`src/rtl/basic_search_seq.sv`:
```
// CTU full-search sequencer: preload, current-block fetch, raster search, SAD drain.
// Define BASIC_SEARCH_SEQ_BEST_TRACK_EN to build in the best-SAD tracker.
module basic_search_seq #(
    parameter int SEARCH_COLS    = 32,
    parameter int SEARCH_ROWS    = 64,
    parameter int PRELOAD_CYCLES = 8,
    parameter int CUR_ROWS       = 8,
    parameter int SAD_LAT        = 3
) (
    input  logic        clk,
    input  logic        rst_n,
    input  logic        start,
    input  logic        abort,
    input  logic [17:0] sad32x32,
    output logic        busy,
    output logic        ref_begin_prepare,
    output logic        curr_rd_en,
    output logic        pe_begin_prepare,
    output logic [4:0]  search_column_count,
    output logic [6:0]  search_row_count,
    output logic        sad_tag_valid,
    output logic [17:0] best_sad,
    output logic [4:0]  best_col,
    output logic [6:0]  best_row,
    output logic        done
);

    localparam int MAX_A = (PRELOAD_CYCLES > CUR_ROWS) ? PRELOAD_CYCLES : CUR_ROWS;
    localparam int MAX_C = (MAX_A > SAD_LAT) ? MAX_A : SAD_LAT;
    localparam int CNT_W = (MAX_C > 1) ? $clog2(MAX_C) : 1;

    typedef enum logic [2:0] {
        S_IDLE,
        S_PRELOAD,
        S_CURLOAD,
        S_SEARCH,
        S_DRAIN,
        S_DONE
    } state_t;

    state_t             state_q, state_d;
    logic [CNT_W-1:0]   cnt_q, cnt_d;
    logic [4:0]         col_q, col_d;
    logic [6:0]         row_q, row_d;
    logic               busy_q, busy_d;
    logic               ref_q, ref_d;
    logic               curr_q, curr_d;
    logic               pe_q, pe_d;
    logic               done_q, done_d;

    logic [SAD_LAT-1:0] vld_q, vld_d;
    logic [4:0]         tcol_q [SAD_LAT];
    logic [4:0]         tcol_d [SAD_LAT];
    logic [6:0]         trow_q [SAD_LAT];
    logic [6:0]         trow_d [SAD_LAT];

    always_comb begin
        state_d = state_q;
        cnt_d   = cnt_q;
        col_d   = '0;
        row_d   = '0;
        case (state_q)
            S_IDLE: begin
                if (start) begin
                    state_d = S_PRELOAD;
                    cnt_d   = '0;
                end
            end
            S_PRELOAD: begin
                if (cnt_q == CNT_W'(PRELOAD_CYCLES - 1)) begin
                    state_d = S_CURLOAD;
                    cnt_d   = '0;
                end else begin
                    cnt_d = cnt_q + CNT_W'(1);
                end
            end
            S_CURLOAD: begin
                if (cnt_q == CNT_W'(CUR_ROWS - 1)) begin
                    state_d = S_SEARCH;
                    cnt_d   = '0;
                end else begin
                    cnt_d = cnt_q + CNT_W'(1);
                end
            end
            S_SEARCH: begin
                // Raster scan: column fastest, row advances on column wrap.
                if (col_q == 5'(SEARCH_COLS - 1)) begin
                    if (row_q == 7'(SEARCH_ROWS - 1)) begin
                        state_d = S_DRAIN;
                        cnt_d   = '0;
                    end else begin
                        row_d = row_q + 7'd1;
                    end
                end else begin
                    col_d = col_q + 5'd1;
                    row_d = row_q;
                end
            end
            S_DRAIN: begin
                if (cnt_q == CNT_W'(SAD_LAT - 1)) begin
                    state_d = S_DONE;
                    cnt_d   = '0;
                end else begin
                    cnt_d = cnt_q + CNT_W'(1);
                end
            end
            S_DONE: begin
                state_d = S_IDLE;
            end
            default: begin
                state_d = S_IDLE;
            end
        endcase

        if (abort) begin
            state_d = S_IDLE;
            cnt_d   = '0;
            col_d   = '0;
            row_d   = '0;
        end

        // Outputs are registered, so they are decoded from the next state.
        busy_d = (state_d != S_IDLE);
        ref_d  = (state_d == S_PRELOAD) && (state_q != S_PRELOAD);
        curr_d = (state_d == S_CURLOAD);
        pe_d   = (state_d == S_SEARCH) && (state_q != S_SEARCH);
        done_d = (state_d == S_DONE);
    end

    always_comb begin
        vld_d = '0;
        for (int i = 0; i < SAD_LAT; i++) begin
            tcol_d[i] = '0;
            trow_d[i] = '0;
        end
        if (!abort) begin
            vld_d[0]  = (state_q == S_SEARCH);
            tcol_d[0] = col_q;
            trow_d[0] = row_q;
            for (int i = 1; i < SAD_LAT; i++) begin
                vld_d[i]  = vld_q[i-1];
                tcol_d[i] = tcol_q[i-1];
                trow_d[i] = trow_q[i-1];
            end
        end
    end

    always_ff @(posedge clk) begin
        if (!rst_n) begin
            state_q <= S_IDLE;
            cnt_q   <= '0;
            col_q   <= '0;
            row_q   <= '0;
            busy_q  <= 1'b0;
            ref_q   <= 1'b0;
            curr_q  <= 1'b0;
            pe_q    <= 1'b0;
            done_q  <= 1'b0;
            vld_q   <= '0;
            for (int i = 0; i < SAD_LAT; i++) begin
                tcol_q[i] <= '0;
                trow_q[i] <= '0;
            end
        end else begin
            state_q <= state_d;
            cnt_q   <= cnt_d;
            col_q   <= col_d;
            row_q   <= row_d;
            busy_q  <= busy_d;
            ref_q   <= ref_d;
            curr_q  <= curr_d;
            pe_q    <= pe_d;
            done_q  <= done_d;
            vld_q   <= vld_d;
            for (int i = 0; i < SAD_LAT; i++) begin
                tcol_q[i] <= tcol_d[i];
                trow_q[i] <= trow_d[i];
            end
        end
    end

    assign busy                = busy_q;
    assign ref_begin_prepare   = ref_q;
    assign curr_rd_en          = curr_q;
    assign pe_begin_prepare    = pe_q;
    assign search_column_count = col_q;
    assign search_row_count    = row_q;
    assign sad_tag_valid       = vld_q[SAD_LAT-1];
    assign done                = done_q;

`ifdef BASIC_SEARCH_SEQ_BEST_TRACK_EN
    logic [17:0] best_sad_q, best_sad_d;
    logic [4:0]  best_col_q, best_col_d;
    logic [6:0]  best_row_q, best_row_d;

    // Strict less-than keeps the first position on ties; abort freezes the result.
    always_comb begin
        best_sad_d = best_sad_q;
        best_col_d = best_col_q;
        best_row_d = best_row_q;
        if (!abort) begin
            if (state_q == S_IDLE && start) begin
                best_sad_d = 18'h3FFFF;
                best_col_d = '0;
                best_row_d = '0;
            end else if (vld_q[SAD_LAT-1] && (sad32x32 < best_sad_q)) begin
                best_sad_d = sad32x32;
                best_col_d = tcol_q[SAD_LAT-1];
                best_row_d = trow_q[SAD_LAT-1];
            end
        end
    end

    always_ff @(posedge clk) begin
        if (!rst_n) begin
            best_sad_q <= 18'h3FFFF;
            best_col_q <= '0;
            best_row_q <= '0;
        end else begin
            best_sad_q <= best_sad_d;
            best_col_q <= best_col_d;
            best_row_q <= best_row_d;
        end
    end

    assign best_sad = best_sad_q;
    assign best_col = best_col_q;
    assign best_row = best_row_q;
`else
    logic unused_ok;
    assign unused_ok = ^{sad32x32, tcol_q[SAD_LAT-1], trow_q[SAD_LAT-1]};

    assign best_sad = '0;
    assign best_col = '0;
    assign best_row = '0;
`endif

endmodule

```
`config.mk`:
```
export PLATFORM = sky130hd
export DESIGN_NAME = basic_search_seq
export DESIGN_NICKNAME = d
export VERILOG_FILES = /design/src/rtl/basic_search_seq.sv
export SDC_FILE = /design/constraint.sdc
export NUM_CORES = 1
export LEC_CHECK = 0
export CAP_MARGIN = 20
export CORE_MARGIN = 4
export CORE_UTILIZATION = 43
export DETAILED_ROUTE_END_ITERATION = 8
export HOLD_SLACK_MARGIN = 0.02
export PLACE_DENSITY = 0.83
export SYNTH_ARGS = -nofsm -noshare
export SYNTH_HDL_FRONTEND = slang
export SYNTH_SLANG_ARGS = --single-unit
```
`constraint.sdc`:
```
create_clock -name clk -period 2.85 [get_ports clk]
set_input_delay 0.285 -clock clk [delete_from_list [all_inputs] [get_ports clk]]
set_output_delay 0.285 -clock clk [all_outputs]
set_load 0.01 [all_outputs]
```
==> results.py <==
metrics = {
    "status": {
        "status": "complete, no violations",
    },
    "power": {
        "peakVddDrop_mv": 0.293,
        "power_density_nw_per_um2": 421,
        "power.leakage_nw": 0.644,
    },
    "clocking": {
        "cts_buffers": 3,
        "clock_sinks": 26,
        "cts_tree": "built",
        "insertion_delay_ns": 0.32,
        "h-tree-depth": 1,
        "clock_path_buffers": 2,
        "root_buffer": "clkbuf_4",
        "post_cts_buffers": 0,
        "clkTransAtPathRegs_ns": 0.13,
        "cts.repair.resized": 0,
        "hold_buffers": 0,
    },
    "setup_path": {
        "reg2reg_slack_ns": 0.61,
        "path_cells": "ha_1, and3_1, ha_1, nand4_4, o311a_4, o21a_1, a32o_1",
        "crit_required_ns": 3.08,
        "cp_slowest_cell": "ha_1",
        "cp_max_fo": 10,
        "cp.arrival_ns": 2.47,
        "cpMostUsedCell": "ha_1",
        "worstReg2RegEnd": "cnt_q[2]$_SDFFE_PP0P_",
        "rr_worst_depth": 7,
        "cp-end-kind": "flip-flop",
        "max_stage_delay_ns": 0.42,
        "cp_top_family": "compound AO/OA/AOI/OAI gates",
        "critPathBufInv": 0,
        "timing.rr.start": "search_column_count[0]$_SDFF_PP0_",
        "startpoint_type": "flip-flop",
        "crit_type": "reg2reg",
    },
    "layout": {
        "area_growth_pct": 11.5,
        "fin_nets": 196,
        "nFillCells": 314,
        "drive_gt1_share_pct": 5.39,
        "diodes": 0,
        "finalInstanceArea_um2": 1570,
        "utilization_pct": 50.6,
        "final-seq-area_um2": 520,
        "multiInputGateArea_um2": 721,
    },
    "floorplan": {
        "die_h_um": 65.2,
        "core_um2": 3100,
        "die_w_um": 65.2,
        "pin_count": 70,
        "die-area_um2": 4260,
        "start_util_pct": 45.4,
        "row_count": 20,
    },
    "grt": {
        "grt.overflow.total": 0,
        "grt_pass1_wl_um": 3660,
        "grt_pass1_vias": 808,
        "grt_max_degree": 16,
        "grt_use_total_pct": 10.9,
        "antenna_found_initial": 0,
    },
    "logic_synthesis": {
        "netlist_area_um2": 1410,
        "syn_inst": 149,
        "yosys.area.top_type": "dfxtp_1",
        "yosys.cell_types.count": 43,
        "synth_seq_cells": 26,
        "synthTopCellsByArea": "dfxtp_1 (37%), buf_4 (17%), ha_1 (5.3%)",
        "yosysWarningCount": 0,
        "synth.top_cell.area_share_pct": 36.9,
        "synth-main-ff-cell": "dfxtp_1",
        "avgSynthCellArea_um2": 9.46,
        "yosysMostFrequentCell": "buf_4",
        "seq_area_frac_synth_pct": 36.9,
        "synthArstFlopShare_pct": 0,
        "synth-edff-count": 0,
        "synthTopCellsByCount": "buf_4 (32), dfxtp_1 (26), nor2_1 (11)",
    },
    "timing": {
        "hold_violations": 0,
        "skew_ns": 0.00388,
        "tns_ns": 0,
        "fin_crit_sh_pct": 78.7,
        "maxSlewHeadroom_pct": 61.2,
        "fmax_ghz": 0.446,
        "slew_viol_final": 0,
        "rsz0062_at_grt": "no",
        "hold_slack_ns": 0.447,
        "fin_crit_ns": 2.24,
        "finalWorstSetupSlack_ns": 0.606,
        "worstMarginPinSlew_ns": 0.578,
        "finalSetupViolCount": 0,
    },
    "min_path": {
        "min_path_type": "reg2reg",
        "min_path_cells": 1,
        "whs_endpoint": "vld_q[1]$_SDFF_PP0_",
        "worst_hold_startpoint": "vld_q[0]$_SDFF_PP0_",
    },
    "drt": {
        "wirelength_um": 2270,
        "antenna_left": 0,
        "vias_per_cell": 4.55,
        "wl_per_cell_um": 10.7,
        "route.detailed.drc": 0,
        "via_count": 959,
        "drt-pass1-iter-count": 4,
        "drtIter0Drc": 34,
    },
    "placed_design": {
        "dp_slack_ns": 0.617,
        "place_hpwl_um": 1760,
        "gp_congestion": 0.781,
        "placed_area_um2": 1520,
        "port_buffers": 21,
    },
    "run": {
        "maxCapViolations": 0,
    },
}
==> cell usage in the layout, fill, tap and decap left out, drive strengths merged, types with 2 or more instances in the layout <==
cell           netlist  routed
conb                 1      30
dfxtp               26      26
clkdlybuf4s50        0      21
nor2                11      11
nor3                 8       8
ha                   6       6
nand2b               5       5
nand2                5       5
xnor2                4       4
xor2                 4       4
inv                  3       3
o31ai                3       3
a21oi                3       3
clkbuf               1       3
nor2b                2       2
nand3                2       2
o211ai               2       2
mux2i                2       2
and2                 2       2
nor3b                2       2
o21ai                2       2
a211oi               2       2
nand4                2       2
==> per-stage QoR <==
stage,cells,power [mW]
floorplan,178,0.442
finish,211,0.662
global placement,207,0.421
global route,211,0.691
detailed placement,207,0.421
CTS,211,0.665
==> final cells by class <==
type,instances,share of cell area (%)
clock buffers,3,1.43
clock inverters,1,1.91
inverters,3,0.717
multi-input cells,113,45.9
flip-flops and latches,26,33.1
well taps,44,3.51
repair buffers,21,13.4
==> flip-flops by register name, indices dropped and copies added, names as in the netlist <==
| signal | flops |
|---|---|
| curr_rd_en | 1 |
| pe_begin_prepare | 1 |
| cnt_q | 3 |
| ref_begin_prepare | 1 |
| vld_q | 3 |
| state_q | 3 |
| search_column_count | 5 |
| search_row_count | 7 |
| done | 1 |
| busy | 1 |
==> logic make-up after synthesis <==
family                     share of synthesized area (%)
AOI/OAI and AO/OA                                   11.8
xor gates and xnor gates                            4.97
adders and majority gates                           5.33
buffers and inverters                               19.6
DFF                                                 36.9
muxes                                               2.22
other                                              0.266
and+or+nand+nor                                     18.8
==> per-layer routing <==
| metal | track usage (%) | vias to the layer above | routed length [µm] |
|---|---|---|---|
| met5 | 0 | - | 0 |
| met4 | 2.33 | 0 | 19 |
| met3 | 4.27 | 2 | 166 |
| met2 | 17.7 | 33 | 1100 |
| met1 | 13.6 | 438 | 979 |
| li1 | - | 486 | - |
==> worst max-delay path by stage <==
| stage | cells past startpoint | slack, ns | start | to |
|---|---|---|---|---|
| after global placement | 7 | 0.62 | search_column_count[0]$_SDFF_PP0_ | cnt_q[2]$_SDFFE_PP0P_ |
| final | 7 | 0.61 | search_column_count[0]$_SDFF_PP0_ | cnt_q[2]$_SDFFE_PP0P_ |
| after global routing | 7 | 0.46 | search_column_count[0]$_SDFF_PP0_ | cnt_q[2]$_SDFFE_PP0P_ |
| after floorplan | 8 | 0.87 | search_column_count[0]$_SDFF_PP0_ | cnt_q[2]$_SDFFE_PP0P_ |
| after CTS | 7 | 0.58 | search_column_count[0]$_SDFF_PP0_ | cnt_q[2]$_SDFFE_PP0P_ |
| after detailed placement | 7 | 0.62 | search_column_count[0]$_SDFF_PP0_ | cnt_q[2]$_SDFFE_PP0P_ |
==> power breakdown <==
part	internal [mW]	switching [mW]
combinational	0.0138	0.0318
clock	0.142	0.105
sequential	0.366	0.00328
==> worst reg2reg max path, stage by stage (launching register included) <==
cell and delay [ns]:
dfxtp_1 0.40, ha_1 0.19, and3_1 0.16, ha_1 0.42
nand4_4 0.20, o311a_4 0.42, o21a_1 0.17, a32o_1 0.19
Power figures use the tool's default switching activity.
